## src/rtl/alu_pkg.sv

```systemverilog
// Shared definitions for the arithmetic-unit schedulers.
package alu_pkg;

  localparam int unsigned DATA_W = 8;
  localparam int unsigned RES_W  = 16;

  localparam logic [1:0] S_IDLE  = 2'd0;
  localparam logic [1:0] S_ISSUE = 2'd1;
  localparam logic [1:0] S_WAIT  = 2'd2;
  localparam logic [1:0] S_RESP  = 2'd3;

endpackage

```

## src/rtl/rr_pick.sv

```systemverilog
// Combinational round-robin picker: first set request after index 'last'.
module rr_pick
  import alu_pkg::*;
#(
  parameter int unsigned NREQ = 4,
  parameter int unsigned IW   = 2
) (
  input  logic [NREQ-1:0] req,
  input  logic [IW-1:0]   last,
  output logic [NREQ-1:0] win_oh,
  output logic [IW-1:0]   win_idx,
  output logic            any
);

  logic [IW-1:0] cand;

  // Scan last+1 .. last+NREQ (mod NREQ); the first hit wins.
  always_comb begin
    win_oh  = '0;
    win_idx = '0;
    any     = 1'b0;
    cand    = '0;
    for (int k = 1; k <= int'(NREQ); k++) begin
      cand = IW'((int'(last) + k) % int'(NREQ));
      if (!any && req[cand]) begin
        any           = 1'b1;
        win_idx       = cand;
        win_oh[cand]  = 1'b1;
      end
    end
  end

endmodule

```

## src/rtl/alu_div_sched.sv

```systemverilog
// Round-robin scheduler sharing one sequential signed divider among NREQ requesters.
module alu_div_sched
  import alu_pkg::*;
#(
  parameter int unsigned NREQ    = 4,
  parameter int unsigned TIMEOUT = 32,
  parameter int unsigned CW      = 6
) (
  input  logic                     clk,
  input  logic                     reset,
  input  logic [NREQ-1:0]          req,
  input  logic [NREQ*DATA_W-1:0]   req_a,
  input  logic [NREQ*DATA_W-1:0]   req_b,
  output logic [NREQ-1:0]          gnt,
  output logic [NREQ-1:0]          rsp_valid,
  output logic [RES_W-1:0]         rsp_quotient,
  output logic                     rsp_dz,
  output logic                     rsp_timeout,
  output logic                     busy,
  output logic                     div_start,
  output logic [DATA_W-1:0]        div_a,
  output logic [DATA_W-1:0]        div_b,
  output logic                     div_clear,
  input  logic [RES_W-1:0]         div_quotient,
  input  logic                     div_done
);

  localparam int unsigned IW = (NREQ > 1) ? $clog2(NREQ) : 1;

  logic [1:0]        state_q, state_d;
  logic [IW-1:0]     last_q, last_d;
  logic [IW-1:0]     owner_q, owner_d;
  logic              dz_q, dz_d;
  logic [CW-1:0]     cnt_q, cnt_d;
  logic [DATA_W-1:0] div_a_q, div_a_d;
  logic [DATA_W-1:0] div_b_q, div_b_d;
  logic [NREQ-1:0]   gnt_q, gnt_d;
  logic [NREQ-1:0]   rsp_valid_q, rsp_valid_d;
  logic [RES_W-1:0]  rsp_quotient_q, rsp_quotient_d;
  logic              rsp_dz_q, rsp_dz_d;
  logic              rsp_timeout_q, rsp_timeout_d;
  logic              busy_q, busy_d;
  logic              div_start_q, div_start_d;
  logic              div_clear_q, div_clear_d;

  logic [NREQ-1:0]   pick_oh;
  logic [IW-1:0]     pick_idx;
  logic              pick_any;
  logic [DATA_W-1:0] a_arr [NREQ];
  logic [DATA_W-1:0] b_arr [NREQ];
  logic              wd_expired;

  rr_pick #(
    .NREQ (NREQ),
    .IW   (IW)
  ) u_rr_pick (
    .req     (req),
    .last    (last_q),
    .win_oh  (pick_oh),
    .win_idx (pick_idx),
    .any     (pick_any)
  );

  // Unpack the per-requester operand buses.
  always_comb begin
    for (int i = 0; i < int'(NREQ); i++) begin
      a_arr[i] = req_a[i*DATA_W +: DATA_W];
      b_arr[i] = req_b[i*DATA_W +: DATA_W];
    end
  end

  assign wd_expired = (cnt_q == CW'(TIMEOUT - 1));

  // State and datapath registers.
  always_ff @(posedge clk) begin
    if (reset) begin
      state_q        <= S_IDLE;
      last_q         <= IW'(NREQ - 1);
      owner_q        <= '0;
      dz_q           <= 1'b0;
      cnt_q          <= '0;
      div_a_q        <= '0;
      div_b_q        <= '0;
      gnt_q          <= '0;
      rsp_valid_q    <= '0;
      rsp_quotient_q <= '0;
      rsp_dz_q       <= 1'b0;
      rsp_timeout_q  <= 1'b0;
      busy_q         <= 1'b0;
      div_start_q    <= 1'b0;
      div_clear_q    <= 1'b0;
    end else begin
      state_q        <= state_d;
      last_q         <= last_d;
      owner_q        <= owner_d;
      dz_q           <= dz_d;
      cnt_q          <= cnt_d;
      div_a_q        <= div_a_d;
      div_b_q        <= div_b_d;
      gnt_q          <= gnt_d;
      rsp_valid_q    <= rsp_valid_d;
      rsp_quotient_q <= rsp_quotient_d;
      rsp_dz_q       <= rsp_dz_d;
      rsp_timeout_q  <= rsp_timeout_d;
      busy_q         <= busy_d;
      div_start_q    <= div_start_d;
      div_clear_q    <= div_clear_d;
    end
  end

  // Next-state logic.
  always_comb begin
    state_d = state_q;
    case (state_q)
      S_IDLE:  if (pick_any) state_d = S_ISSUE;
      S_ISSUE: state_d = S_WAIT;
      S_WAIT:  if (div_done || wd_expired) state_d = S_RESP;
      S_RESP:  state_d = S_IDLE;
      default: state_d = S_IDLE;
    endcase
  end

  // Output and datapath next values; pulses are loaded one cycle ahead so
  // they appear registered in the state they belong to.
  always_comb begin
    last_d         = last_q;
    owner_d        = owner_q;
    dz_d           = dz_q;
    cnt_d          = cnt_q;
    div_a_d        = div_a_q;
    div_b_d        = div_b_q;
    gnt_d          = '0;
    rsp_valid_d    = '0;
    rsp_quotient_d = rsp_quotient_q;
    rsp_dz_d       = rsp_dz_q;
    rsp_timeout_d  = rsp_timeout_q;
    busy_d         = (state_d != S_IDLE);
    div_start_d    = 1'b0;
    div_clear_d    = 1'b0;
    case (state_q)
      S_IDLE: begin
        if (pick_any) begin
          div_a_d     = a_arr[pick_idx];
          div_b_d     = b_arr[pick_idx];
          dz_d        = (b_arr[pick_idx] == '0);
          owner_d     = pick_idx;
          last_d      = pick_idx;
          gnt_d       = pick_oh;
          div_start_d = 1'b1;
        end
      end
      S_ISSUE: begin
        cnt_d = '0;
      end
      S_WAIT: begin
        cnt_d = cnt_q + CW'(1);
        // A done pulse in the last watchdog cycle still counts as success.
        if (div_done) begin
          rsp_quotient_d = div_quotient;
          rsp_timeout_d  = 1'b0;
          rsp_dz_d       = dz_q;
          rsp_valid_d    = NREQ'(1) << owner_q;
        end else if (wd_expired) begin
          rsp_quotient_d = '0;
          rsp_timeout_d  = 1'b1;
          rsp_dz_d       = dz_q;
          rsp_valid_d    = NREQ'(1) << owner_q;
          div_clear_d    = 1'b1;
        end
      end
      default: begin
      end
    endcase
  end

  assign gnt          = gnt_q;
  assign rsp_valid    = rsp_valid_q;
  assign rsp_quotient = rsp_quotient_q;
  assign rsp_dz       = rsp_dz_q;
  assign rsp_timeout  = rsp_timeout_q;
  assign busy         = busy_q;
  assign div_start    = div_start_q;
  assign div_a        = div_a_q;
  assign div_b        = div_b_q;
  assign div_clear    = div_clear_q;

endmodule

```

## config.mk

```make
export PLATFORM = sky130hd
export DESIGN_NAME = alu_div_sched
export DESIGN_NICKNAME = d
export VERILOG_FILES = /design/src/rtl/alu_pkg.sv /design/src/rtl/rr_pick.sv /design/src/rtl/alu_div_sched.sv
export SDC_FILE = /design/constraint.sdc
export NUM_CORES = 1
export LEC_CHECK = 0
export ABC_AREA = 1
export CAP_MARGIN = 20
export CORE_MARGIN = 5
export CORE_UTILIZATION = 43
export DETAILED_ROUTE_END_ITERATION = 6
export HOLD_SLACK_MARGIN = 0.05
export PLACE_DENSITY_LB_ADDON = 0.12
export SLEW_MARGIN = 20
export SYNTH_ARGS = -nofsm -noshare
export SYNTH_HDL_FRONTEND = slang
export SYNTH_SLANG_ARGS = --single-unit
```

## constraint.sdc

```tcl
create_clock -name clk -period 3 [get_ports clk]
set_input_delay 0.75 -clock clk [delete_from_list [all_inputs] [get_ports clk]]
set_output_delay 0.75 -clock clk [all_outputs]
set_load 0.03 [all_outputs]
```

## Word level (Yosys, flattened, before mapping)

Cells that the tools add are included.

- Add/subtract/negate cells: 5
- Multiply operators: 0
- Divide/modulo/power cells: 0
- Magnitude comparators: 9
- Equality and inequality tests: 4
- Shift-type cells: 1
- Muxes and demuxes: 48
- Bitwise logic cells: 7
- Reductions and logical operators: 22

Operator list:

| cell | count |
|---|---|
| 8-bit binary-select mux with 2-bit select | 2 |
| 16-bit 2-to-1 mux | 2 |
| 8-bit 2-to-1 mux | 4 |
| 4-bit 2-to-1 mux | 6 |
| 1-bit 2-to-1 mux | 18 |
| 2-bit by 3-bit less-than comparator with 1-bit output, second input constant | 4 |
| 2-bit 2-to-1 mux | 6 |
| 4-bit OR | 3 |
| 6-bit one-hot mux with 2 select lines | 1 |
| 1-bit binary-select mux with 2-bit select | 4 |
| 1-bit demux with 2-bit select | 4 |
| 2-bit by 1-bit >= comparator with 1-bit output, second input constant | 4 |
| 8-bit logical NOT | 1 |
| 2-bit one-hot mux with 4 select lines | 1 |
| 1-bit logical AND | 7 |
| 6-bit by 1-bit adder with 6-bit output, second input constant | 1 |
| 6-bit by 5-bit == test with 1-bit output, second input constant | 1 |
| 2-bit nonzero test | 3 |
| 3-bit OR reduction | 2 |
| 2-bit by 1-bit adder with 2-bit output, second input constant | 2 |
| 2-bit adder, second input constant | 2 |
| 2-bit == test, second input constant | 2 |
| 2-bit AND reduction | 2 |
| 2-bit OR reduction | 2 |
| other kinds (8) | 12 |

- Register bits: 58
- Bits in latches: 0
- Bits in writable memories: 0
- Bits in read-only memories: 0
- Input bits: 87
- Logic and storage cells: 111
- Memories kept: 0

## Logic depth before layout (Yosys ltp)

Gate-level depths: netlist of run 1.

- Depth after elaboration: 18
- Mapped depth: 20

## Cells and area by module

A second synthesis of run 1 with hierarchy kept.

- Cell total of the unflattened synthesis: 449
- Area, all modules: 3,113.0 um^2

Modules (own cells, without submodules):

| module | times used | cells an instance | area an instance (um^2) | seq. area each (um^2) |
|---|---|---|---|---|
| alu_div_sched | 1 | 368 | 2,577.5 | 1,161.1 |
| rr_pick | 1 | 81 | 535.5 | 0.0 |

## Least setup slack after synthesis of run 1

OpenSTA, ideal clock, no wires.

- Kind: register -> register
- From: reg last_q[0]
- To: reg dz_q
- Library setup time: 0.067 ns
- Arrival time: 2.274 ns
- Data required time: 2.933 ns
- Slack: 0.658 ns
- Stages on the path, launching flop included: 20
- Path through: dfxtp_1 -> buf_6 -> inv_6 -> ha_1 -> inv_1 -> nand3_1 -> nand2_1 -> nand4_1 -> nand2_1 -> nand2_4 -> nand2_4 -> inv_2 -> buf_6 -> nand2_2 -> nand2_1 -> nand2_1 -> nand2_1 -> nor2_1 -> nand3_1 -> a21oi_2

- Longest elaborated chain between the ends: 18
- Elaborated cells between the ends (all ways): 32
- Classes of those cells: 4 x add/sub; 19 x mux; 1 x bitwise; 8 x reduce/logical

RTL lines:

| item | RTL line | text |
|---|---|---|
| start, declared | alu_div_sched.sv:31 | `logic [IW-1:0] last_q, last_d;` |
| start signal, assigned | alu_div_sched.sv:78 | `last_q <= IW'(NREQ - 1);` |
| start signal, assigned | alu_div_sched.sv:94 | `last_q <= last_d;` |
| 2-bit by 1-bit adder with 2-bit output | rr_pick.sv:24 | `cand = IW'((int'(last) + k) % int'(NREQ));` |
| 1-bit binary-select mux with 2-bit select | rr_pick.sv:25 | `if (!any && req[cand]) begin` |
| 1-bit 2-to-1 mux (not written as such) | rr_pick.sv:25 |  |
| 1-bit 2-to-1 mux | rr_pick.sv:25 |  |
| 1-bit logical NOT | rr_pick.sv:25 |  |
| 1-bit logical AND | rr_pick.sv:25 |  |
| 1-bit 2-to-1 mux | rr_pick.sv:25 |  |
| 1-bit logical NOT | rr_pick.sv:25 |  |
| 1-bit logical AND | rr_pick.sv:25 |  |
| 1-bit 2-to-1 mux | rr_pick.sv:25 |  |
| 1-bit logical NOT | rr_pick.sv:25 |  |
| 1-bit logical AND | rr_pick.sv:25 |  |
| 2-bit 2-to-1 mux | rr_pick.sv:25 |  |
| 2-bit inverter with 3-bit output (not written as such) | alu_div_sched.sv:145 | `dz_d = (b_arr[pick_idx] == '0);` |
| 8-bit binary-select mux with 2-bit select | alu_div_sched.sv:145 |  |
| 8-bit 2-to-1 mux (not written as such) (2 in a row) | alu_div_sched.sv:145 |  |
| 8-bit logical NOT | alu_div_sched.sv:145 |  |
| end signal, assigned | alu_div_sched.sv:96 | `dz_q <= dz_d;` |
| end, declared | alu_div_sched.sv:33 | `logic dz_q, dz_d;` |

Several ways; a longest one is shown, not always the timed one. The select of a mux whose other input is x is not followed.
A chain may end at the register's enable or synchronous reset.

## Worst setup path in the final report of run 1

- From: in req[3]
- To: reg dz_q

- Longest elaborated chain between the ends: 17
- Elaborated cells between the ends (all ways): 28
- Classes of those cells: 19 x mux; 1 x bitwise; 8 x reduce/logical

RTL lines:

| item | RTL line | text |
|---|---|---|
| start, declared | alu_div_sched.sv:11 | `input logic [NREQ-1:0] req,` |
| 1-bit binary-select mux with 2-bit select | rr_pick.sv:25 |  |
| 1-bit 2-to-1 mux (not written as such) | rr_pick.sv:25 |  |
| 1-bit 2-to-1 mux | rr_pick.sv:25 |  |
| 1-bit logical NOT | rr_pick.sv:25 |  |
| 1-bit logical AND | rr_pick.sv:25 |  |
| 1-bit 2-to-1 mux | rr_pick.sv:25 |  |
| 1-bit logical NOT | rr_pick.sv:25 |  |
| 1-bit logical AND | rr_pick.sv:25 |  |
| 1-bit 2-to-1 mux | rr_pick.sv:25 |  |
| 1-bit logical NOT | rr_pick.sv:25 |  |
| 1-bit logical AND | rr_pick.sv:25 |  |
| 2-bit 2-to-1 mux | rr_pick.sv:25 |  |
| 2-bit inverter with 3-bit output (not written as such) | alu_div_sched.sv:145 |  |
| 8-bit binary-select mux with 2-bit select | alu_div_sched.sv:145 |  |
| 8-bit 2-to-1 mux (not written as such) (2 in a row) | alu_div_sched.sv:145 |  |
| 8-bit logical NOT | alu_div_sched.sv:145 |  |

Several ways; a longest one is shown, not always the timed one. The select of a mux whose other input is x is not followed.

==> results.yml, run 1 <==
worst_setup_path:
  regToRegStartpoint: "last_q[1]"
  r2r.worst_path.cells: 14
  crit_required_ps: 3270
  path_buf_inv: 6
  cp-end-kind: "flip-flop"
  path_max_fanout: 24
  crit_path_top_delay_cell: "clkdlybuf4s50_1"
  cp_cell_sequence: "clkdlybuf4s50_1 -> inv_1 -> nand2_1 -> nand3_1 -> nand2_4 -> inv_2 -> nand4_1 -> buf_4 -> nand2_1 -> inv_1 -> buf_4 -> o21ai_0 -> nor2_1 -> nand3_1 -> a21oi_2"
  rrSetupSlack_ps: 400
  max_stage_delay_ps: 510
  critPathKind: "input pin to flip-flop"
  crit_arrival_ps: 2880
  rr_endpoint: "dz_q"
  cp-endpoint: "dz_q"
  worst_setup_path_start_kind: "input pin"
  critPathTopFamily: "buffers and inverters"
  crit_cells: 15
  startpoint: "req[3]"
detailed_routing:
  wire_per_inst_um: 13.88
  dr.first_iter.drc_count: 85
  dr.pass1.iters: 4
  postRouteAntennaNets: 0
  via_per_inst: 4.959
  totalWireLength_um: 9563
  drc: 0
  vias: 3417
run_status:
  status: "complete, no violations"
clock_tree:
  cts.sinks: 58
  clock_latency_ps: 330
  cts-root-buf: "clkbuf_8"
  hold_buffers: 0
  clockBufferDepth: 2
  cts_tree: "built"
  htree_levels: 3
  post_cts_buffers: 0
  cts_resized: 0
  clk_pin_slew_ps: 70
  numCtsBuffers: 9
timing:
  finalClockSkew_ps: 6.461
  holdWs_ps: 459.1
  rsz0062_at_grt: "false"
  worst_slew_pin_slew_ps: 558.7
  fin_crit_ps: 2607
  final-setup-viol-count: 0
  fin_crit_sh_pct: 86.90
  finalSetupTns_ps: 0
  hold_viol: 0
  drv_slew: 0
  timing.fmax_ghz: 0.3836
  slew_headroom_pct: 62.66
grt:
  grt-ovfl-total: 0
  grt_max_degree: 27
  antenna_found_initial: 0
  grt_pass1_vias: 3360
  grt_usage_pct: 21.81
  grt_pass1_wl_um: 15520
power_and_ir_drop:
  pwr-share-clk_pct: 15.3
  power_density_nw_per_um2: 1108
  p_leak_nw: 2.049
  p_comb_share_pct: 64.7
  p_int_w: 0.002758
  ir_worst_vdd_mv: 0.6433
  switchingPower_w: 0.002559
  seq_power_share_pct: 20.0
  p_sw_share_pct: 48.13
finish:
  fin_nets: 684
  drive_gt1_share_pct: 9.492
  area_growth_pct: 53.93
  n_antenna_cell: 0
floorplan:
  die_x_um: 95.16
  io_pins: 132
  coreArea_um2: 7137
  start_util_pct: 43.69
  num_rows: 31
  dieHeight_um: 95.16
  dieArea_um2: 9054
synth:
  synthCells: 449
  synthAdderAreaFrac_pct: 4.815
  synth-compound-area-share_pct: 14.93
  synth-xor-area-share_pct: 0
  synth_top_family_by_area: "simple AND/OR/NAND/NOR gates"
  synth_simple_gate_area_share_pct: 33.27
  avgSynthCellArea_um2: 6.944
  syn_nets: 548
  ys_ff_latch: 58
  synth.distinct_cells: 34
  ys_warn_count: 0
  muxShareOfSynthArea_pct: 0
  syn_area_um2: 3118
  ys_seq_area_share_pct: 37.24
placed_design:
  io_buffers: 131
  gp_congestion: 0.8951
  hpwl_um: 7298
run:
  drv_cap: 0
hold_path:
  min_path_type: "flip-flop to flip-flop"
## per-layer routing
| layer | wire [um] | global-route usage, % |
|---|---|---|
| met1 | 4049 | 25.88 |
| met2 | 4633 | 37.61 |
| met3 | 729 | 5.841 |
| met4 | 151 | 7.933 |
| met5 | 0 | 0 |
## sequential cells by signal, summed over array words and instances (netlist names)
name          flops
busy              1
cnt_q             6
div_a             8
div_b             8
div_clear         1
div_start         1
dz_q              1
gnt               4
last_q            2
owner_q           2
rsp_dz            1
rsp_quotient     16
rsp_timeout       1
rsp_valid         4
state_q           2
## layout make-up
| type | instances | area [um2] |
|---|---|---|
| clock inverters | 6 | 90.09 |
| flip-flops and latches | 58 | 1161 |
| repair buffers | 146 | 1449 |
| clock buffers | 10 | 137.6 |
| inverters | 48 | 185.2 |
| fillers | 668 | 2337 |
| multi-input cells | 322 | 1653 |
| well taps | 99 | 123.9 |
## power by group through the flow
stage	clock [W]	sequential, W	combinational, W
after floorplan	0	0.00133	0.00211
after detailed placement	0	0.00107	0.00343
after CTS	0.000837	0.00106	0.00344
after global placement	0	0.00107	0.00335
after global routing	0.000867	0.00108	0.00385
final	0.000816	0.00106	0.00344
## per-stage QoR
step | area, um2 | cells | power, W | setup slack, ps | util (%)
6_report | 4800 | 689 | 0.005317 | 392.9 | 67.25
3_3_place_gp | 4572 | 673 | 0.004424 | 129.2 | 64.06
5_1_grt | 4800 | 689 | 0.005801 | 112.7 | 67.25
4_1_cts | 4800 | 689 | 0.005340 | 403.0 | 67.25
3_5_place_dp | 4572 | 673 | 0.004497 | 68.72 | 64.06
2_1_floorplan | 3118 | 449 | 0.003442 | 658.5 | -
## cell usage in the layout (no fill, tap or decap), types with 5 or more instances in the layout
cell type	instances
a21oi_1	26
buf_4	13
nor3_1	5
dfxtp_1	58
ha_1	12
nand2_4	5
nand2_1	112
o21ai_0	16
nand2_2	7
nand3_1	39
nor2_1	53
clkdlybuf4s50_1	131
clkbuf_8	10
inv_1	42
o211ai_1	11
o31ai_1	10
## worst min-delay path, cell delays in order, from the launching register on
cell     delay [ps]
dfxtp_1         310
nand2_1          60
a21oi_1          50
## synthesized netlist by cell type (all sizes together)
| cell type | number | area (um2) |
|---|---|---|
| nand2 | 124 | 520.5 |
| dfxtp | 58 | 1161 |
| nor2 | 55 | 211.5 |
| inv | 47 | 181.4 |
| nand3 | 41 | 215.2 |
| a21oi | 28 | 147.6 |
| o21ai | 18 | 90.09 |
| buf | 12 | 85.08 |
| ha | 12 | 150.1 |
| o211ai | 11 | 82.58 |
| o31ai | 10 | 75.07 |
| clkbuf | 9 | 33.78 |
| nor3 | 5 | 25.02 |
| a22oi | 4 | 30.03 |
| nor4 | 4 | 25.02 |
| o221ai | 3 | 26.28 |
| nand4 | 2 | 18.77 |
| nor3b | 2 | 15.01 |
| a31oi | 1 | 6.260 |
| clkinv | 1 | 3.750 |
| o21a | 1 | 7.510 |
| or2 | 1 | 6.260 |
## how the worst min path moves through the flow
stage                startpoint          endpoint  cells past startpoint
2_1_floorplan        owner_q[1]      rsp_valid[1]                      1
3_3_place_gp   rsp_quotient[10]  rsp_quotient[10]                      2
3_5_place_dp   rsp_quotient[14]  rsp_quotient[14]                      2
4_1_cts        rsp_quotient[14]  rsp_quotient[14]                      2
5_1_grt         rsp_quotient[6]   rsp_quotient[6]                      2
6_report       rsp_quotient[10]  rsp_quotient[10]                      2
## kinds of logic after synthesis
kind of cell               after synthesis
AOI/OAI and AO/OA                       76
adders and majority gates               12
buffers and inverters                   69
DFF                                     58
and+or+nand+nor                        234
No activity file was read; power rests on OpenSTA's default activity.
==> inputs of run 2 (changes only) <==
--- a/config.mk
+++ b/config.mk
@@ -8,10 +8,12 @@
 export ABC_AREA = 1
 export CAP_MARGIN = 20
 export CORE_MARGIN = 5
-export CORE_UTILIZATION = 43
+export CORE_UTILIZATION = 44
+export CTS_BUF_LIST = sky130_fd_sc_hd__clkbuf_4 sky130_fd_sc_hd__clkbuf_8
 export DETAILED_ROUTE_END_ITERATION = 6
 export HOLD_SLACK_MARGIN = 0.05
-export PLACE_DENSITY_LB_ADDON = 0.12
+export PLACE_DENSITY = 0.82
+export RECOVER_POWER = 50
 export SLEW_MARGIN = 20
 export SYNTH_ARGS = -nofsm -noshare
 export SYNTH_HDL_FRONTEND = slang
==> run 2 against run 1 <==
  * Clock skew rose by 0.57 ps
  * Register-to-register slack got worse by 90 ps
  * Sequential power barely moved
  * Setup slack got worse by 82 ps
  * Clock power fell by 2%
  * Cell count fell by 0.15%
  * Critical path depth rose by 2
  * Worst hold slack got worse by 1.0 ps
  * Via count rose by 1.8%
  * Die area fell by 2.0%
  * First-iteration DRC count rose by 120%
  * Non-clock buffer count rose by 2
  * Critical path type is now flip-flop to flip-flop
==> results.yml, run 2 (synthesis gave the netlist of run 1 again) <==
grt:
  grt_pass1_vias: 3444
  grt_usage_pct: 21.86
  grt_pass1_wl_um: 15410
  grt_max_degree: 27
  grt-ovfl-total: 0
  antenna_found_initial: 0
timing:
  finalSetupTns_ps: 0
  fin_crit_ps: 2689
  rsz0062_at_grt: "false"
  drv_slew: 0
  fin_crit_sh_pct: 89.65
  final-setup-viol-count: 0
  slew_headroom_pct: 24.05
  worst_slew_pin_slew_ps: 1139
  holdWs_ps: 458.1
  timing.fmax_ghz: 0.3718
  hold_viol: 0
  finalClockSkew_ps: 7.027
clock_tree:
  cts_tree: "built"
  hold_buffers: 0
  cts.sinks: 58
  cts_resized: 0
  clockBufferDepth: 2
  cts-root-buf: "clkbuf_8"
  htree_levels: 3
  numCtsBuffers: 9
  clock_latency_ps: 330
  clk_pin_slew_ps: 70
  post_cts_buffers: 0
worst_setup_path:
  critPathKind: "flip-flop to flip-flop"
  worst_setup_path_start_kind: "flip-flop"
  rrSetupSlack_ps: 310
  crit_required_ps: 3250
  path_max_fanout: 9
  rr_endpoint: "dz_q"
  crit_arrival_ps: 2940
  r2r.worst_path.cells: 17
  regToRegStartpoint: "last_q[1]"
  cp-end-kind: "flip-flop"
detailed_routing:
  dr.pass1.iters: 5
  postRouteAntennaNets: 0
  vias: 3478
  wire_per_inst_um: 14.27
  totalWireLength_um: 9815
  dr.first_iter.drc_count: 190
  drc: 0
  via_per_inst: 5.055
placed_design:
  gp_congestion: 0.9017
  hpwl_um: 7637
  io_buffers: 131
  place_inst: 672
hold_path:
  min_path_type: "flip-flop to flip-flop"
  hold_depth: 2
  min-delay-start: "rsp_quotient[8]"
  min_to: "rsp_quotient[8]"
floorplan:
  start_util_pct: 45.64
  coreArea_um2: 6832
  dieHeight_um: 94.18
  num_rows: 30
  dieArea_um2: 8870
  die_x_um: 94.18
  io_pins: 132
finish:
  fin_nets: 686
  fin_cells: 688
  layout_common_cells: "nand2_1, clkdlybuf4s50_1, dfxtp_1"
  drive_gt1_share_pct: 9.628
  area_growth_pct: 53.29
  n_antenna_cell: 0
  final_common_cell: "nand2_1"
  largest_reg_flops: 16
power_and_ir_drop:
  p_leak_nw: 2.150
  ir_worst_vdd_mv: 0.6693
  power_density_nw_per_um2: 1084
run:
  drv_cap: 0
run_status:
  status: "complete, no violations"
[run 2: how the worst max path moves through the flow]
stage	cells past startpoint	startpoint	slack, ps	endpoint
2_1_floorplan	19	last_q[0]	660	dz_q
3_3_place_gp	17	req[2]	80	dz_q
3_5_place_dp	17	req[2]	6	dz_q
4_1_cts	17	last_q[1]	340	dz_q
5_1_grt	17	last_q[1]	80	dz_q
6_report	17	last_q[1]	310	dz_q
[run 2: metrics by stage]
stage | cell area [um2] | utilization [%] | total power (W) | setup WS, ps
2_1_floorplan | 3118 | - | 0.003442 | 658.5
3_3_place_gp | 4558 | 66.72 | 0.004376 | 76.25
3_5_place_dp | 4558 | 66.72 | 0.004427 | 6.332
4_1_cts | 4783 | 70.02 | 0.005247 | 338.3
5_1_grt | 4780 | 69.96 | 0.005632 | 82.95
6_report | 4780 | 69.96 | 0.005182 | 310.6
[run 2: routing by layer]
metal  track usage (%)  wire, um  vias to the layer above
li1                  -         -                     1746
met3             4.006       643                       12
met4             7.702       106                        0
met2             40.01      4996                      121
met1             25.15      4068                     1599
met5                 0         0                        -
[run 2: final cells by class]
type | instances | area, um2
Tap cell | 96 | 120.1
Timing Repair Buffer | 148 | 1435
Clock buffer | 9 | 123.9
Fill cell | 594 | 2052
Inverter | 48 | 185.2
Sequential cell | 58 | 1161
Multi-Input combinational cell | 322 | 1653
Clock inverter | 7 | 101.3
[run 2: worst max-delay path, cell delays in order, from the launching register on]
cell and delay (ps):
dfxtp_1 510, inv_1 100, ha_1 350, inv_1 110
nand2_4 90, nand2_4 80, inv_2 70, nand4_2 120
nand2_1 130, nand2_1 60, o21ai_1 140, buf_4 230
nand3_1 100, nand2_1 120, nand2_1 60, nor2_1 110
nand3_1 100, a21oi_2 130
[run 2: power breakdown]
| group | internal, W | switching, W |
|---|---|---|
| combinational | 0.00122 | 0.00210 |
| sequential | 0.000955 | 0.000102 |
| clock | 0.000473 | 0.000329 |
| total | 0.00265 | 0.00253 |
==> inputs of run 3 (changes only) <==
--- a/config.mk
+++ b/config.mk
@@ -12,7 +12,7 @@
 export CTS_BUF_LIST = sky130_fd_sc_hd__clkbuf_4 sky130_fd_sc_hd__clkbuf_8
 export DETAILED_ROUTE_END_ITERATION = 6
 export HOLD_SLACK_MARGIN = 0.05
-export PLACE_DENSITY = 0.82
+export PLACE_DENSITY = 0.81
 export RECOVER_POWER = 50
 export SLEW_MARGIN = 20
 export SYNTH_ARGS = -nofsm -noshare
==> constraint.sdc (replaced) <==
create_clock -name clk -period 2.9 [get_ports clk]
set_input_delay 0.725 -clock clk [delete_from_list [all_inputs] [get_ports clk]]
set_output_delay 0.725 -clock clk [all_outputs]
set_load 0.03 [all_outputs]
==> run 3 against run 2 <==
  * Critical path type is now input pin to flip-flop
  * Highest routed layer unchanged
  * Via count grew 0.14%
  * Non-clock buffer count grew 2
  * Core utilization shrank 0.20 points
  * Flip-flop and latch count is the same
==> results.yml, run 3 (synthesis gave the netlist of run 1 again) <==
run_status:
  status: "complete, no violations"
worst_setup_path:
  critPathTopFamily: "simple AND/OR/NAND/NOR gates"
  max_stage_delay_ps: 460
  path_max_fanout: 25
  path_buf_inv: 3
  crit_arrival_ps: 2800
  worst_setup_path_start_kind: "input pin"
  crit_path_top_delay_cell: "clkdlybuf4s50_1"
  cp_cell_sequence: "clkdlybuf4s50_1 -> nand2_1 -> nand3_1 -> nand2_2 -> inv_2 -> nor2_2 -> nand2_2 -> nand2_2 -> nand2_4 -> nand2_4 -> buf_4 -> nor2_1 -> o21ai_0 -> nor2_1 -> nand3_1 -> a21oi_2"
  cp-end-kind: "flip-flop"
  cp_common_cell: "nand2_2"
  crit_required_ps: 3120
  critPathKind: "input pin to flip-flop"
detailed_routing:
  wire_per_inst_um: 14.44
  postRouteAntennaNets: 0
  via_per_inst: 5.055
  dr.pass1.iters: 5
  totalWireLength_um: 9946
  drc: 0
  dr.first_iter.drc_count: 228
  vias: 3483
timing:
  worst_slew_pin_slew_ps: 578.4
  fin_crit_ps: 2580
  fin_crit_sh_pct: 88.95
  fin_ws_ps: 320.3
  slew_headroom_pct: 61.34
  hold_viol: 0
  rsz0062_at_grt: "false"
  final-setup-viol-count: 0
  timing.fmax_ghz: 0.3876
  holdWs_ps: 457.8
  finalClockSkew_ps: 4.708
  drv_slew: 0
power_and_ir_drop:
  power_density_nw_per_um2: 1107
  p_leak_nw: 2.161
  ir_worst_vdd_mv: 0.8022
clock_tree:
  cts-root-buf: "clkbuf_8"
  cts_resized: 0
  clock_latency_ps: 330
  cts.sinks: 58
  hold_buffers: 0
  clk_pin_slew_ps: 60
  htree_levels: 3
  post_cts_buffers: 0
  numCtsBuffers: 9
  clockBufferDepth: 2
  cts_tree: "built"
finish:
  fin_cells: 689
  regArea_um2: 1161
  final_common_cell: "nand2_1"
  multiInputGateArea_um2: 1653
  layout_common_cells: "nand2_1, clkdlybuf4s50_1, dfxtp_1"
  design_area_um2: 4766
  area_growth_pct: 52.85
  fin_nets: 688
  fillers: 569
  largest_reg_flops: 16
  n_antenna_cell: 0
  drive_gt1_share_pct: 9.949
grt:
  grt_pass1_wl_um: 15910
  grt_usage_pct: 22.72
  grt_pass1_vias: 3333
  grt_max_degree: 27
  grt-ovfl-total: 0
  antenna_found_initial: 0
placed_design:
  place_inst: 674
  hpwl_um: 7641
  io_buffers: 131
  placed_area_um2: 4573
  preCtsSetupSlack_ps: -8.246
  gp_congestion: 0.9354
floorplan:
  coreArea_um2: 6832
  dieArea_um2: 8870
  start_util_pct: 45.64
  num_rows: 30
  dieHeight_um: 94.18
  die_x_um: 94.18
  io_pins: 132
run:
  drv_cap: 0
hold_path:
  min_path_type: "flip-flop to flip-flop"
==> run 3: changes by cell type in the layout (fill, tap and decap cells not counted), moves of 2 or more <==
cell        previous run  this run
buf_4                 16        19
clkbuf_4               0         2
clkinv_2               0         2
clkinv_4               2         0
clkinvlp_4             2         0
==> run 3: worst paths after layout <==
check,start,endpoint,slack [ps],depth (start not counted)
setup / recovery,req[1],dz_q,320,16
hold / removal,rsp_quotient[12],rsp_quotient[12],460,2
setup reg to reg,last_q[1],dz_q,330,16
hold reg to reg,rsp_quotient[12],rsp_quotient[12],460,2
==> run 3: layer usage <==
layer / track usage (%) / up-vias / wire length, um
li1: - / 1744 / -
met4: 8.303 / 0 / 197
met2: 39.13 / 153 / 4955
met5: 0 / - / 0
met3: 5.529 / 21 / 805
met1: 27.23 / 1565 / 3987
==> run 3: layout make-up <==
cell class,count,area share (%)
clock inverters,3,0.8401
flip-flops and latches,58,24.36
repair buffers,150,30.51
multi-input cells,322,34.68
well taps,96,2.520
clock buffers,12,3.203
inverters,48,3.886
==> run 3: through the flow <==
step | util, % | power, W | setup TNS, ps
floorplan | - | 0.003561 | 0
CTS | 69.76 | 0.005337 | 0
detailed placement | 66.94 | 0.004588 | -8.246
finish | 69.76 | 0.005277 | 0
global placement | 66.94 | 0.004478 | 0
global route | 69.76 | 0.005770 | 0
==> run 3: worst register-to-register path, cell delays in order, from the launching register on <==
cell     delay, ps
dfxtp_1        480
inv_1          100
ha_1           360
inv_1          110
nand2_4         90
nand2_4         80
nor2_2         160
nand2_2        110
nand2_2        100
nand2_4         60
nand2_4         60
buf_4          260
nor2_1          60
o21ai_0        220
nor2_1          60
nand3_1         90
a21oi_2         50
==> run 3: power by group <==
part / total [W] / switching [W] / internal (W)
Clock: 0.000739 / 0.000307 / 0.000432
Combinational: 0.00345 / 0.00214 / 0.00131
Sequential: 0.00109 / 0.000102 / 0.000989
